## config.mk

```make
export PLATFORM = sky130hd
export DESIGN_NAME = park_gate_arbiter
export DESIGN_NICKNAME = d
export VERILOG_FILES = /design/src/rtl/park_gate_arbiter.sv
export SDC_FILE = /design/constraint.sdc
export NUM_CORES = 1
export LEC_CHECK = 0
export BUFFER_PORTS_ARGS = -buffer_cell sky130_fd_sc_hd__buf_2
export CAP_MARGIN = 20
export CORE_MARGIN = 8
export CORE_UTILIZATION = 42
export DETAILED_ROUTE_END_ITERATION = 7
export PLACE_DENSITY = 0.76
export SLEW_MARGIN = 20
export SYNTH_ARGS = -nofsm -noshare
export SYNTH_HDL_FRONTEND = slang
export SYNTH_SLANG_ARGS = --single-unit
```

## constraint.sdc

```tcl
create_clock -name clk -period 3.9 [get_ports clk]
set_input_delay 0.78 -clock clk [delete_from_list [all_inputs] [get_ports clk]]
set_output_delay 0.78 -clock clk [all_outputs]
set_load 0.03 [all_outputs]
```

## src/rtl/park_gate_arbiter.sv

```systemverilog
// park_gate_arbiter: sequencer/arbiter for the car park's single shared barrier.
// Arbitrates exit and entry lanes (exit always wins), gates entry behind a
// two-digit password, and tracks occupancy against CAPACITY without wrapping.
//
// Optional feature macro: PARK_TIMEOUT_EN
//   defined   -> WAIT_PASS/WRONG give up after TIMEOUT cycles without pass_valid
//   undefined -> WAIT_PASS/WRONG wait until pass_valid or entry_req drops
//
// state     | meaning
// ----------+--------------------------------------------------------------
// IDLE      | barrier closed, arbitrating exit_req / entry_req
// WAIT_PASS | entry car waiting for the password strobe
// ENTER     | barrier open for the entry lane, waiting for gate_done
// EXIT      | barrier open for the exit lane, waiting for gate_done
// WRONG     | last password was wrong, red LED on, waiting for a retry
module park_gate_arbiter #(
  parameter int         CAPACITY = 8,
  parameter int         CNT_W    = 4,
  parameter logic [1:0] PASS_1   = 2'b01,
  parameter logic [1:0] PASS_2   = 2'b10,
  parameter int         TIMEOUT  = 16
) (
  input  logic             clk,
  input  logic             reset,
  input  logic             entry_req,
  input  logic             exit_req,
  input  logic [1:0]       password_1,
  input  logic [1:0]       password_2,
  input  logic             pass_valid,
  input  logic             gate_done,
  output logic             gate_open,
  output logic             gate_dir,
  output logic [CNT_W-1:0] occupancy,
  output logic             full,
  output logic             green_led,
  output logic             red_led
);

  // Reject parameter sets the counter cannot represent.
  if (CAPACITY < 1 || CAPACITY > (2**CNT_W) - 1 || TIMEOUT < 1) begin : g_bad_param
    $error("park_gate_arbiter: CAPACITY must be 1..2**CNT_W-1 and TIMEOUT >= 1");
  end

  localparam logic [CNT_W-1:0] CAP = CNT_W'(CAPACITY);

  typedef enum logic [2:0] {
    IDLE      = 3'd0,
    WAIT_PASS = 3'd1,
    ENTER     = 3'd2,
    EXIT      = 3'd3,
    WRONG     = 3'd4
  } state_t;

  state_t           r_state;
  logic [CNT_W-1:0] r_occ;
  logic             r_full;

  logic             w_pass_ok;
  logic [CNT_W-1:0] w_occ_inc;
  logic [CNT_W-1:0] w_occ_dec;

  assign w_pass_ok = (password_1 == PASS_1) && (password_2 == PASS_2);
  assign w_occ_inc = r_occ + 1'b1;
  assign w_occ_dec = r_occ - 1'b1;

`ifdef PARK_TIMEOUT_EN
  localparam int TMR_W = (TIMEOUT > 1) ? $clog2(TIMEOUT) : 1;
  localparam logic [TMR_W-1:0] TMR_LOAD = TMR_W'(TIMEOUT - 1);

  // Down-counter reaching zero on the last of TIMEOUT password-wait cycles.
  logic [TMR_W-1:0] r_tmr;
`endif

  // Main sequencer: lane arbitration, password check and occupancy tracking.
  always_ff @(posedge clk or posedge reset) begin
    if (reset) begin
      r_state <= IDLE;
      r_occ   <= '0;
      r_full  <= 1'b0;
`ifdef PARK_TIMEOUT_EN
      r_tmr   <= '0;
`endif
    end else begin
      case (r_state)
        IDLE: begin
          // Exit first so a full lot can always drain.
          if (exit_req && (r_occ != '0)) begin
            r_state <= EXIT;
          end else if (entry_req && !r_full) begin
            r_state <= WAIT_PASS;
`ifdef PARK_TIMEOUT_EN
            r_tmr   <= TMR_LOAD;
`endif
          end
        end

        WAIT_PASS, WRONG: begin
          // pass_valid outranks a simultaneous entry_req drop.
          if (pass_valid) begin
            if (w_pass_ok) begin
              r_state <= ENTER;
            end else begin
              r_state <= WRONG;
`ifdef PARK_TIMEOUT_EN
              r_tmr   <= TMR_LOAD;
`endif
            end
          end else if (!entry_req) begin
            r_state <= IDLE;
`ifdef PARK_TIMEOUT_EN
          end else if (r_tmr == '0) begin
            r_state <= IDLE;
          end else begin
            r_tmr <= r_tmr - 1'b1;
`endif
          end
        end

        ENTER: begin
          if (gate_done) begin
            r_state <= IDLE;
            if (r_occ != CAP) begin
              r_occ  <= w_occ_inc;
              r_full <= (w_occ_inc == CAP);
            end
          end
        end

        EXIT: begin
          if (gate_done) begin
            r_state <= IDLE;
            if (r_occ != '0) begin
              r_occ  <= w_occ_dec;
              r_full <= 1'b0;
            end
          end
        end

        default: r_state <= IDLE;
      endcase
    end
  end

  // Barrier and LED drive decoded straight from the state register.
  assign gate_open = (r_state == ENTER) || (r_state == EXIT);
  assign gate_dir  = (r_state == ENTER);
  assign green_led = gate_open;
  assign occupancy = r_occ;
  assign full      = r_full;
  assign red_led   = (r_state == WRONG) || ((r_state == IDLE) && r_full && entry_req);

endmodule

```

==> results.yml <==
critical_path:
  endpoint_kind: "primary output"
  timing.rr.start: "r_state[0]"
  crit_fanout: 9
  critical_path.cell_chain: "and2b_1, and2_1, buf_2"
  critPathRequiredTime_ps: 3120
  start_kind: "flip-flop"
  crit_type: "flip-flop to primary output"
  worstSetupStartpoint: "r_state[2]"
  worstPathArrival_ps: 1340
  critPathSlowestCell: "dfrtp_1"
  crit_buf_inv: 1
  crit_family: "flip-flops"
  max_stage_delay_ps: 500
layout:
  layout_commonest_cell: "buf_2"
  layout-drive-gt1-share_pct: 28.7
  antenna_cells: 0
  utilization_pct: 50.2
  mostFrequentLayoutCells: "buf_2, nor2_1, dfrtp_1"
  multiInputGateArea_um2: 387
  area_delta_synth_final_pct: 15.9
  regArea_um2: 200
  final_area_um2: 738
  nets: 103
  nFillCells: 159
yosys:
  synthAdderAreaFrac_pct: 7.86
  yosysUniqueCellTypes: 32
  synth_ff_type: "dfrtp_1"
  syn_inst: 70
  synth_nets: 84
  netlist_area_um2: 637
  synth_top_family_by_area: "simple AND/OR/NAND/NOR gates"
  synth_simple_gate_area_share_pct: 25.9
  ys_async_sr_fraction_pct: 100
  synth-edff-count: 0
  muxShareOfSynthArea_pct: 6.48
  ys_seq_area_share_pct: 31.4
  yosys_warnings: 0
  ys_seq_elements: 8
  avgSynthCellArea_um2: 9.10
  synth-compound-area-share_pct: 13.6
  synthXorXnorAreaFrac_pct: 6.88
cts:
  cts_sinks: 8
  cts_tree: "done"
  clock-root-buffer: "clkbuf_4"
  htreeDepth: 1
  clockBufferDepth: 2
  cts_resized: 0
  cts_buffers: 3
  cts_setup_buffers: 0
  clkTransAtPathRegs_ps: 60
  cts_hold_buf: 0
  clk_latency_ps: 250
worst_hold_path:
  hp-class: "primary input to async pin"
timing:
  setup_tns_ps: 0
  worst_slack_ps: 1780
  skew_ps: 5.76
  finalMaxSlewViolations: 0
  setup_viol: 0
  rsz0062_at_grt: "no"
  fin_crit_sh_pct: 54.3
  worst-slew-pin-transition_ps: 658
  max_slew_margin_pct: 55.5
  fmax_mhz: 472
  finalHoldViolations: 0
  period_minus_slack_ps: 2120
die:
  initial_utilization_pct: 43.3
  die-area_um2: 3020
  die_x_um: 54.9
  fp-row-count: 14
  core_um2: 1470
  io_pins: 19
  die_height_um: 54.9
grt:
  grt_usage_pct: 10.1
  grt_pass1_vias: 558
  antenna_found_initial: 0
  grt_overflow_total: 0
  grt_max_degree: 11
  grt_pass1_wl_um: 2250
routing:
  routed_wl_um: 1370
  drt_iter0_drc: 3
  num_vias: 549
  vias_per_cell: 5.33
  postRouteAntennaNets: 0
  drc: 0
  drtPass1Iterations: 4
  drt-wirelength-per-cell_um: 13.3
power_and_ir_drop:
  power_density_nw_per_um2: 850
  p_int_mw: 0.307
  ir_worst_vdd_v: 0.000350
  clockPowerShare_pct: 10.2
  leakagePower_nw: 0.381
  p_seq_share_pct: 31.8
  swShare_pct: 51.1
  power_frac_comb_pct: 58.0
  power_switching_mw: 0.321
flow_run:
  cap_violations: 0
place:
  hpwl_um: 1130
  postPlaceCellArea_um2: 716
  routabilityCongestion: 0.814
  portBuffers: 18
  pre_cts_ws_ps: 1830
outcome:
  status: "finished, final reports clean"
## power by group through the flow
stage          Sequential, mW  Clock (mW)  Combinational (mW)
3_3_place_gp            0.198           0               0.361
3_5_place_dp            0.200           0               0.369
5_1_grt                 0.207      0.0715               0.407
6_report                0.199      0.0642               0.364
4_1_cts                 0.198      0.0667               0.372
2_1_floorplan           0.209           0               0.289
## per-layer routing
metal  global-route usage, %  share of wire [%]  vias up
met5                       0                  0        -
met4                    5.20                  0        0
met3                    2.41                7.4        0
met2                    17.2                 49       13
met1                    11.4                 43      259
li1                        -                  -      277
## logic make-up (layout without fill, tap and decap cells)
| kind of cell | Yosys count | after routing |
|---|---|---|
| flip-flops | 8 | 8 |
| AND/OR/NAND/NOR | 27 | 27 |
| XOR/XNOR | 5 | 5 |
| multiplexers | 4 | 4 |
| buffers and inverters | 9 | 26 |
| adder cells (fa/ha/maj) | 4 | 4 |
| AO/OA/AOI/OAI | 13 | 13 |
## flip-flops by register name (all words and copies together) (netlist names)
name       count
occupancy      4
r_state        3
full           1
## worst register-to-register path, cell delays in order, from the launching register on
cell and delay [ps]:
dfrtp_1 550, nand3b_4 160, or4_4 440, a211o_1 300, a22o_1 170
## worst paths after layout
path                                end  slack (ps)  cells past startpoint
setup / recovery               gate_dir        1780                      3
hold / removal                     full         460                      2
setup reg to reg           occupancy[3]        2180                      4
hold reg to reg                    full         570                      1
max in group asynchronous    r_state[0]        3210                      2
min in group clk                   full         570                      1
## cells in the mapped netlist, types with 3 or more instances
library cell / instances / area [um2]
nor2_1: 8 / 30.0
o21ai_0: 4 / 20.0
inv_1: 5 / 18.8
dfrtp_1: 8 / 200
mux2i_1: 3 / 30.0
nand3_1: 4 / 20.0
ha_1: 4 / 50.1
xnor2_1: 3 / 26.3
## metrics by stage
step	total power, mW	hold WS, ps	cells
2_1_floorplan	0.498	511	70
3_3_place_gp	0.559	552	100
3_5_place_dp	0.569	555	100
4_1_cts	0.637	467	103
5_1_grt	0.685	495	103
6_report	0.627	457	103
## final cells by class
cell class	count	area share, %
repair buffers	18	12.2
multi-input cells	53	52.4
clock buffers	3	3.05
flip-flops and latches	8	27.1
well taps	16	2.71
inverters	5	2.54
No activity file was read; power rests on OpenSTA's default activity.
